File: config.mk
export PLATFORM = sky130hd
export DESIGN_NAME = keypad_entry
export DESIGN_NICKNAME = d
export VERILOG_FILES = /design/src/rtl/keypad_entry_pkg.sv /design/src/rtl/digit_shift3.sv /design/src/rtl/keypad_entry.sv
export SDC_FILE = /design/constraint.sdc
export NUM_CORES = 1
export LEC_CHECK = 0
export ABC_AREA = 1
export CORE_MARGIN = 8
export CORE_UTILIZATION = 41
export CTS_CLUSTER_DIAMETER = 150
export CTS_CLUSTER_SIZE = 40
export DETAILED_ROUTE_END_ITERATION = 16
export GPL_TIMING_DRIVEN = 0
export PLACE_DENSITY = 0.71
export SLEW_MARGIN = 20
export SYNTH_ARGS = -nofsm -noshare
export SYNTH_HDL_FRONTEND = slang
export SYNTH_SLANG_ARGS = --single-unit
export TNS_END_PERCENT = 5
File: constraint.sdc
create_clock -name clk -period 1.8 [get_ports clk]
set_clock_uncertainty 0.15 [all_clocks]
set_input_delay 0.45 -clock clk [delete_from_list [all_inputs] [get_ports clk]]
set_output_delay 0.45 -clock clk [all_outputs]
set_load 0.02 [all_outputs]
File: src/rtl/keypad_entry_pkg.sv
// keypad_entry_pkg: shared state encoding, digit limits and entry validity check for keypad_entry
package keypad_entry_pkg;
  typedef enum logic [1:0] {
    IDLE   = 2'd0,
    ENTRY  = 2'd1,
    LOADED = 2'd2,
    RUN    = 2'd3
  } state_t;
  localparam logic [1:0] MAX_DIGITS   = 2'd3;
  localparam logic [3:0] SEC_TENS_MAX = 4'd5;
  localparam logic [3:0] BCD_MAX      = 4'd9;
  function automatic logic time_ok(input logic [3:0] m, input logic [3:0] t, input logic [3:0] o);
    return ({m, t, o} != 12'd0) && (t <= SEC_TENS_MAX);
  endfunction
endpackage

File: src/rtl/digit_shift3.sv
// digit_shift3: three-digit BCD shift register, new digit enters at the ones position
module digit_shift3 (
  input  logic       clk,
  input  logic       reset,
  input  logic       shift,
  input  logic       clr,
  input  logic [3:0] din,
  output logic [3:0] q2,
  output logic [3:0] q1,
  output logic [3:0] q0
);
  // clear outranks shift so a discarded entry never admits a digit
  always_ff @(posedge clk)
    if (!reset || clr) {q2, q1, q0} <= '0;
    else if (shift) {q2, q1, q0} <= {q1, q0, din};
endmodule

File: src/rtl/keypad_entry.sv
// keypad_entry: keypad time entry for a countdown timer; KEYPAD_ENTRY_TIMEOUT_EN adds an entry idle auto-clear
module keypad_entry import keypad_entry_pkg::*; #(
  parameter int TIMEOUT_CYCLES = 1000
) (
  input  logic       clk,
  input  logic       reset,
  input  logic [3:0] key,
  input  logic       key_valid,
  input  logic       start,
  input  logic       clear,
  input  logic       busy,
  output logic [3:0] min_ones,
  output logic [3:0] sec_tens,
  output logic [3:0] sec_ones,
  output logic       load,
  output logic       err,
  output logic [1:0] state_o
);
  state_t state, state_n;
  logic [1:0] ndig, ndig_n;
  logic shift, zero, load_n, err_n, key_ok, tmo;
  assign key_ok = key_valid && key <= BCD_MAX && ndig < MAX_DIGITS && (state == IDLE || state == ENTRY);
  // next state: clear > start > key > timeout > counter handshake
  always_comb begin
    state_n = state;
    ndig_n  = ndig;
    shift   = 1'b0;
    zero    = 1'b0;
    load_n  = 1'b0;
    err_n   = 1'b0;
    if (clear || (tmo && !(start && state == ENTRY) && !key_ok) || (state == RUN && !busy)) begin
      zero    = 1'b1;
      ndig_n  = '0;
      state_n = IDLE;
    end else if (start && state == ENTRY) begin
      load_n  = time_ok(min_ones, sec_tens, sec_ones);
      err_n   = !load_n;
      state_n = load_n ? LOADED : ENTRY;
    end else if (key_ok) begin
      shift   = 1'b1;
      ndig_n  = ndig + 2'd1;
      state_n = ENTRY;
    end else if (state == LOADED && busy) begin
      state_n = RUN;
    end
  end
  // state, digit count and one-cycle pulses
  always_ff @(posedge clk)
    if (!reset) begin
      state <= IDLE;
      ndig  <= '0;
      load  <= 1'b0;
      err   <= 1'b0;
    end else begin
      state <= state_n;
      ndig  <= ndig_n;
      load  <= load_n;
      err   <= err_n;
    end
  digit_shift3 u_digits (
    .clk  (clk),
    .reset(reset),
    .shift(shift),
    .clr  (zero),
    .din  (key),
    .q2   (min_ones),
    .q1   (sec_tens),
    .q0   (sec_ones)
  );
  assign state_o = state;
  if (TIMEOUT_CYCLES < 1) begin : g_bad_cfg
    $error("keypad_entry: TIMEOUT_CYCLES must be at least 1");
  end
`ifdef KEYPAD_ENTRY_TIMEOUT_EN
  localparam int TW = $clog2(TIMEOUT_CYCLES + 1);
  logic [TW-1:0] idle_cnt;
  assign tmo = state == ENTRY && idle_cnt >= TW'(TIMEOUT_CYCLES - 1);
  // idle cycles spent in ENTRY; any accepted key restarts the count
  always_ff @(posedge clk)
    if (!reset) idle_cnt <= '0;
    else idle_cnt <= (state_n != ENTRY || shift) ? '0 : idle_cnt + TW'(1);
`else
  assign tmo = 1'b0;
`endif
endmodule
=== Word level (Yosys, flattened, before mapping) ===
Index checks and enable logic that the tools add are counted.

* Register bits: 18
* Input port bits: 10
* Output and inout port bits: 16
* Logic and storage cells: 43

* Add/subtract/negate cells: 1
* Order comparisons: 3
* Eq/ne operators: 3
* Mux-type cells: 8
* Bitwise operators: 2
* Reductions and logical operators: 19

{| class="wikitable"
|+ Operator list
! kind !! count
|-
| nonzero test 12 bit || 1
|-
| 2-to-1 mux 2 bit || 4
|-
| logical AND 1 bit || 7
|-
| == test 2 bit, second input constant || 2
|-
| less-or-equal comparator 4 x 3 -> 1 bit, second input constant || 1
|-
| less-or-equal comparator 4 bit, second input constant || 1
|-
| 2-to-1 mux 1 bit || 4
|-
| logical NOT 1 bit || 3
|-
| logical OR 1 bit || 3
|-
| nonzero test 3 bit || 1
|-
| OR reduction 3 bit || 1
|-
| adder 2 x 1 -> 2 bit, second input constant || 1
|-
| == test 2 x 1 -> 1 bit, second input constant || 1
|-
| logical NOT 2 bit || 1
|-
| < comparator 2 bit, second input constant || 1
|-
| inverter 1 bit || 2
|-
| AND reduction 2 bit || 1
|-
| OR reduction 2 bit || 1
|}

=== Longest topological paths before layout ===
* Depth in word-level cells: 7
* Gate-level depth with buffers: 8

=== Hierarchy ===
Synthesis repeated with hierarchy kept, for this count alone.

* Cells, all modules: 108
* Area, all modules: 867.1 sq um

{| class="wikitable"
|+ Modules (own cells, without submodules)
! module !! instances !! cells each !! area an instance (sq um)
|-
| digit_shift3 || 1 || 54 || 466.7
|-
| keypad_entry || 1 || 54 || 400.4
|}

=== Worst setup path before layout ===
Ideal clock, no wire load.

* Path type: register -> register
* Start point: register state[0] (netlist: state_o[0])
* End point: register u_digits.q1[3]
* Library setup time: 0.117 ns
* Arrival time: 1.169 ns
* Required time: 1.533 ns
* Path slack: 0.364 ns
* Cell stages (with the launch flop): 7
* Path buffers: 1
* Cell sequence: dfxtp_1 -> nand2_2 -> o21bai_4 -> nor2_4 -> buf_6 -> nand2_1 -> a21oi_2

* Cells in the longest elaborated chain, start to end: 6
* Elaborated cells on any way between the ends: 13

{| class="wikitable"
|+ RTL lines
! item !! RTL line !! source
|-
| start, declared || keypad_entry.sv:19 || <nowiki>state_t state, state_n;</nowiki>
|-
| start signal, assigned || keypad_entry.sv:55 || <nowiki>state <= state_n;</nowiki>
|-
| == test 2 x 1 -> 1 bit or logical NOT 2 bit (tied branches) || keypad_entry.sv:22, keypad_entry.sv:35 ||
|-
| logical OR 1 bit || keypad_entry.sv:22 || <nowiki>assign key_ok = key_valid && key <= BCD_MAX && ndig < MAX_DIGITS && (state == IDLE || state == ENTRY);</nowiki>
|-
| logical AND 1 bit || keypad_entry.sv:22 ||
|-
| 2-to-1 mux 1 bit || keypad_entry.sv:39 || <nowiki>end else if (key_ok) begin</nowiki>
|-
| 2-to-1 mux 1 bit || keypad_entry.sv:35 || <nowiki>end else if (start && state == ENTRY) begin</nowiki>
|-
| 2-to-1 mux 1 bit || keypad_entry.sv:31 || <nowiki>if (clear || (tmo && !(start && state == ENTRY) && !key_ok) || (state == RUN && !busy)) begin</nowiki>
|-
| end signal, assigned || digit_shift3.sv:15 || <nowiki>else if (shift) {q2, q1, q0} <= {q1, q0, din};</nowiki>
|-
| end, declared || digit_shift3.sv:9 || <nowiki>output logic [3:0] q1,</nowiki>
|}

Several ways; a longest one is shown, not always the timed one.
A chain may end at the register's enable or synchronous reset.

=== Final worst setup path ===
* Start point: register state[0] (netlist: state_o[0])
* End point: output state_o[0]

{| class="wikitable"
|+ RTL lines
! item !! RTL line !! source
|-
| end, declared || keypad_entry.sv:17 || <nowiki>output logic [1:0] state_o</nowiki>
|}

No word-level cell between the ends.

==> metrics.cfg <==
[power]
power_frac_comb_pct=20.5
power_frac_seq_pct=50.4
ir_drop_mv=0.480
pwr-share-clk_pct=29.1
p_leak_uw=0.000631
swShare_pct=27.8
power.total_uw=844
p_int_uw=609
p_sw_uw=235
power.density_nw_per_um2=709

[grt]
grt_pass1_vias=830
grt_max_degree=11
antenna_found_initial=0
grt_pass1_wl_mm=3.54
grt_usage_pct=10.5
overflow=0

[setup_path]
setup.worst_path.end_class=primary output
worst_ep_required_time_ns=1.20
crit_path_start_kind=flip-flop
worst-path-max-fanout=5
r2r_cells=6
worstPathCellList=dlygate4sd2_1
critical_path_class=reg -> out
cp_num_cells=1
slowest_delay_ns=0.43
worstPathArrival_ns=1.08
cp.buffers_inverters=1
path_delay_family=flip-flops
critPathSlowestCell=dfxtp_1

[place]
dp_hpwl_mm=1.59
place_area_um2=1170
io_buffers=25
finalWeightedCongestion=0.791

[floorplanning]
start_util_pct=41.8
pin_count=26
rows=17
die_area_um2=3920
core-area_um2=2130
die_w_um=62.6
fp.dieH_um=62.6

[sta]
hold_violations=0
maxSlewHeadroom_pct=78.8
layout_min_cycle_time_ns=1.68
slew_viol_final=0
rsz0062_at_grt=no
min_period_over_period_pct=93.2
max_freq_mhz=596
setup_violations=0
tightest_slew_ns=0.317

[finish]
drive_gt1_share_pct=12.4
antenna_cells=0
fin_area_um2=1190
mostFrequentLayoutCells=40 x nand2_1, 19 x inv_1, 18 x dfxtp_1
layout_commonest_cell=nand2_1
final_nets=165
syn2layout_area_growth_pct=33.9

[logic_synthesis]
ys_ff_latch=18
synth_area_per_cell_um2=7.17
ys_warn_count=0
synth.area.mux_share_pct=0
synth_compound_area_share_pct=10.5
syn_area_um2=890
synth_xor_area_share_pct=0
synth_simple_gate_area_share_pct=35.7
synth-seq-area-share_pct=40.5
synth_top_family_by_area=simple AND/OR/NAND/NOR gates
synth_cells=124
yosysUniqueCellTypes=19
syn-num-nets=135
synthAdderAreaFrac_pct=1.41

[detailed_routing]
vias_per_cell=4.61
wl_per_cell_um=10.7
first_pass_iters=4
drc=0
drtIter0Drc=22
ant_nets=0
wl_mm=1.94
vias=835

[clock_tree]
clkSinkCount=18
insertion_delay_ns=0.29
numCtsBuffers=3
ctsHtreeMaxLevel=1
cts_tree=built
cts_max_path_buffers=2
root_buffer=clkbuf_4
cts_hold_buffers=0
clkTransAtPathRegs_ns=0.10

[worst_hold_path]
hold_depth=2
hp-class=reg -> reg

[outcome]
status=complete, no violations

[run]
drv_cap=0

-- logic make-up (layout without fill, tap and decap cells) --
kind of cell | count (synthesis) | after routing
DFF | 18 | 18
and+or+nand+nor | 69 | 69
AOI/OAI and AO/OA | 13 | 13
adders and majority gates | 1 | 1
buffers and inverters | 23 | 52
-- what timing repair did --
item / in CTS / in global routing
endpoints found under the setup margin: 16 / 0
gates resized for setup: 16 / 0
setup buffers: 0 / 0
-- power by group through the flow --
stage / clock network (uW) / registers [uW] / logic, uW
2_1_floorplan: 0 / 452 / 98.3
3_3_place_gp: 0 / 434 / 182
3_5_place_dp: 0 / 435 / 185
4_1_cts: 253 / 426 / 176
5_1_grt: 274 / 428 / 194
6_report: 246 / 426 / 173
-- synth_stat cells --
cell | number | area share (%)
o21ai_1 | 1 | 0.56
nand2_2 | 1 | 0.70
nand2_1 | 40 | 17
nor3_1 | 4 | 2.3
o21bai_4 | 1 | 2.1
buf_6 | 2 | 2.5
nand4_1 | 2 | 1.4
buf_4 | 1 | 0.84
dfxtp_1 | 18 | 41
nor2_1 | 15 | 6.3
nand3_2 | 2 | 2.3
nor2_8 | 1 | 2.3
nand3_1 | 2 | 1.1
ha_1 | 1 | 1.4
inv_2 | 1 | 0.42
inv_1 | 19 | 8.0
nor2_4 | 2 | 2.5
a21oi_2 | 4 | 3.9
a21oi_1 | 7 | 3.9
-- per-stage QoR --
step	cells	setup TNS [ns]	hold WS (ns)	worst slack (ns)	util, %
floorplan	124	0	0.291	0.364	-
global placement	177	-1.55	0.302	-0.144	55.2
detailed placement	177	-1.73	0.333	-0.161	55.2
CTS	181	0	0.347	0.107	56.0
global route	181	0	0.364	0.0456	56.0
finish	181	0	0.343	0.122	56.0
-- state kept, by name, summed over array words and instances (netlist names) --
register     count
u_digits.q2      4
ndig             2
u_digits.q1      4
err              1
state_o          2
u_digits.q0      4
load             1
-- layout make-up --
class / count / area (um2)
fillers: 231 / 936
multi-input cells: 83 / 424
flip-flops and latches: 18 / 360
repair buffers: 25 / 230
inverters: 20 / 75.1
clock buffers: 4 / 36.3
well taps: 28 / 35.0
plain buffers: 3 / 30.0
-- final timing paths --
| kind | endpoint | slack, ns | start |
|---|---|---|---|
| worst max register to register | u_digits.q1[1] | 0.35 | ndig[1] |
| worst min register to register | u_digits.q2[3] | 0.34 | u_digits.q1[3] |
| worst min-delay path | u_digits.q2[3] | 0.34 | u_digits.q1[3] |
| worst max-delay path | state_o[0] | 0.12 | state_o[0] |
-- metal layers --
| layer | global-route usage (%) | share of wire [%] | vias up |
|---|---|---|---|
| li1 | - | - | 436 |
| met1 | 11.9 | 45 | 380 |
| met5 | 0 | 0 | - |
| met2 | 18.4 | 50 | 17 |
| met3 | 2.33 | 3.7 | 2 |
| met4 | 4.27 | 1.4 | 0 |
Power figures use the tool's default switching activity.
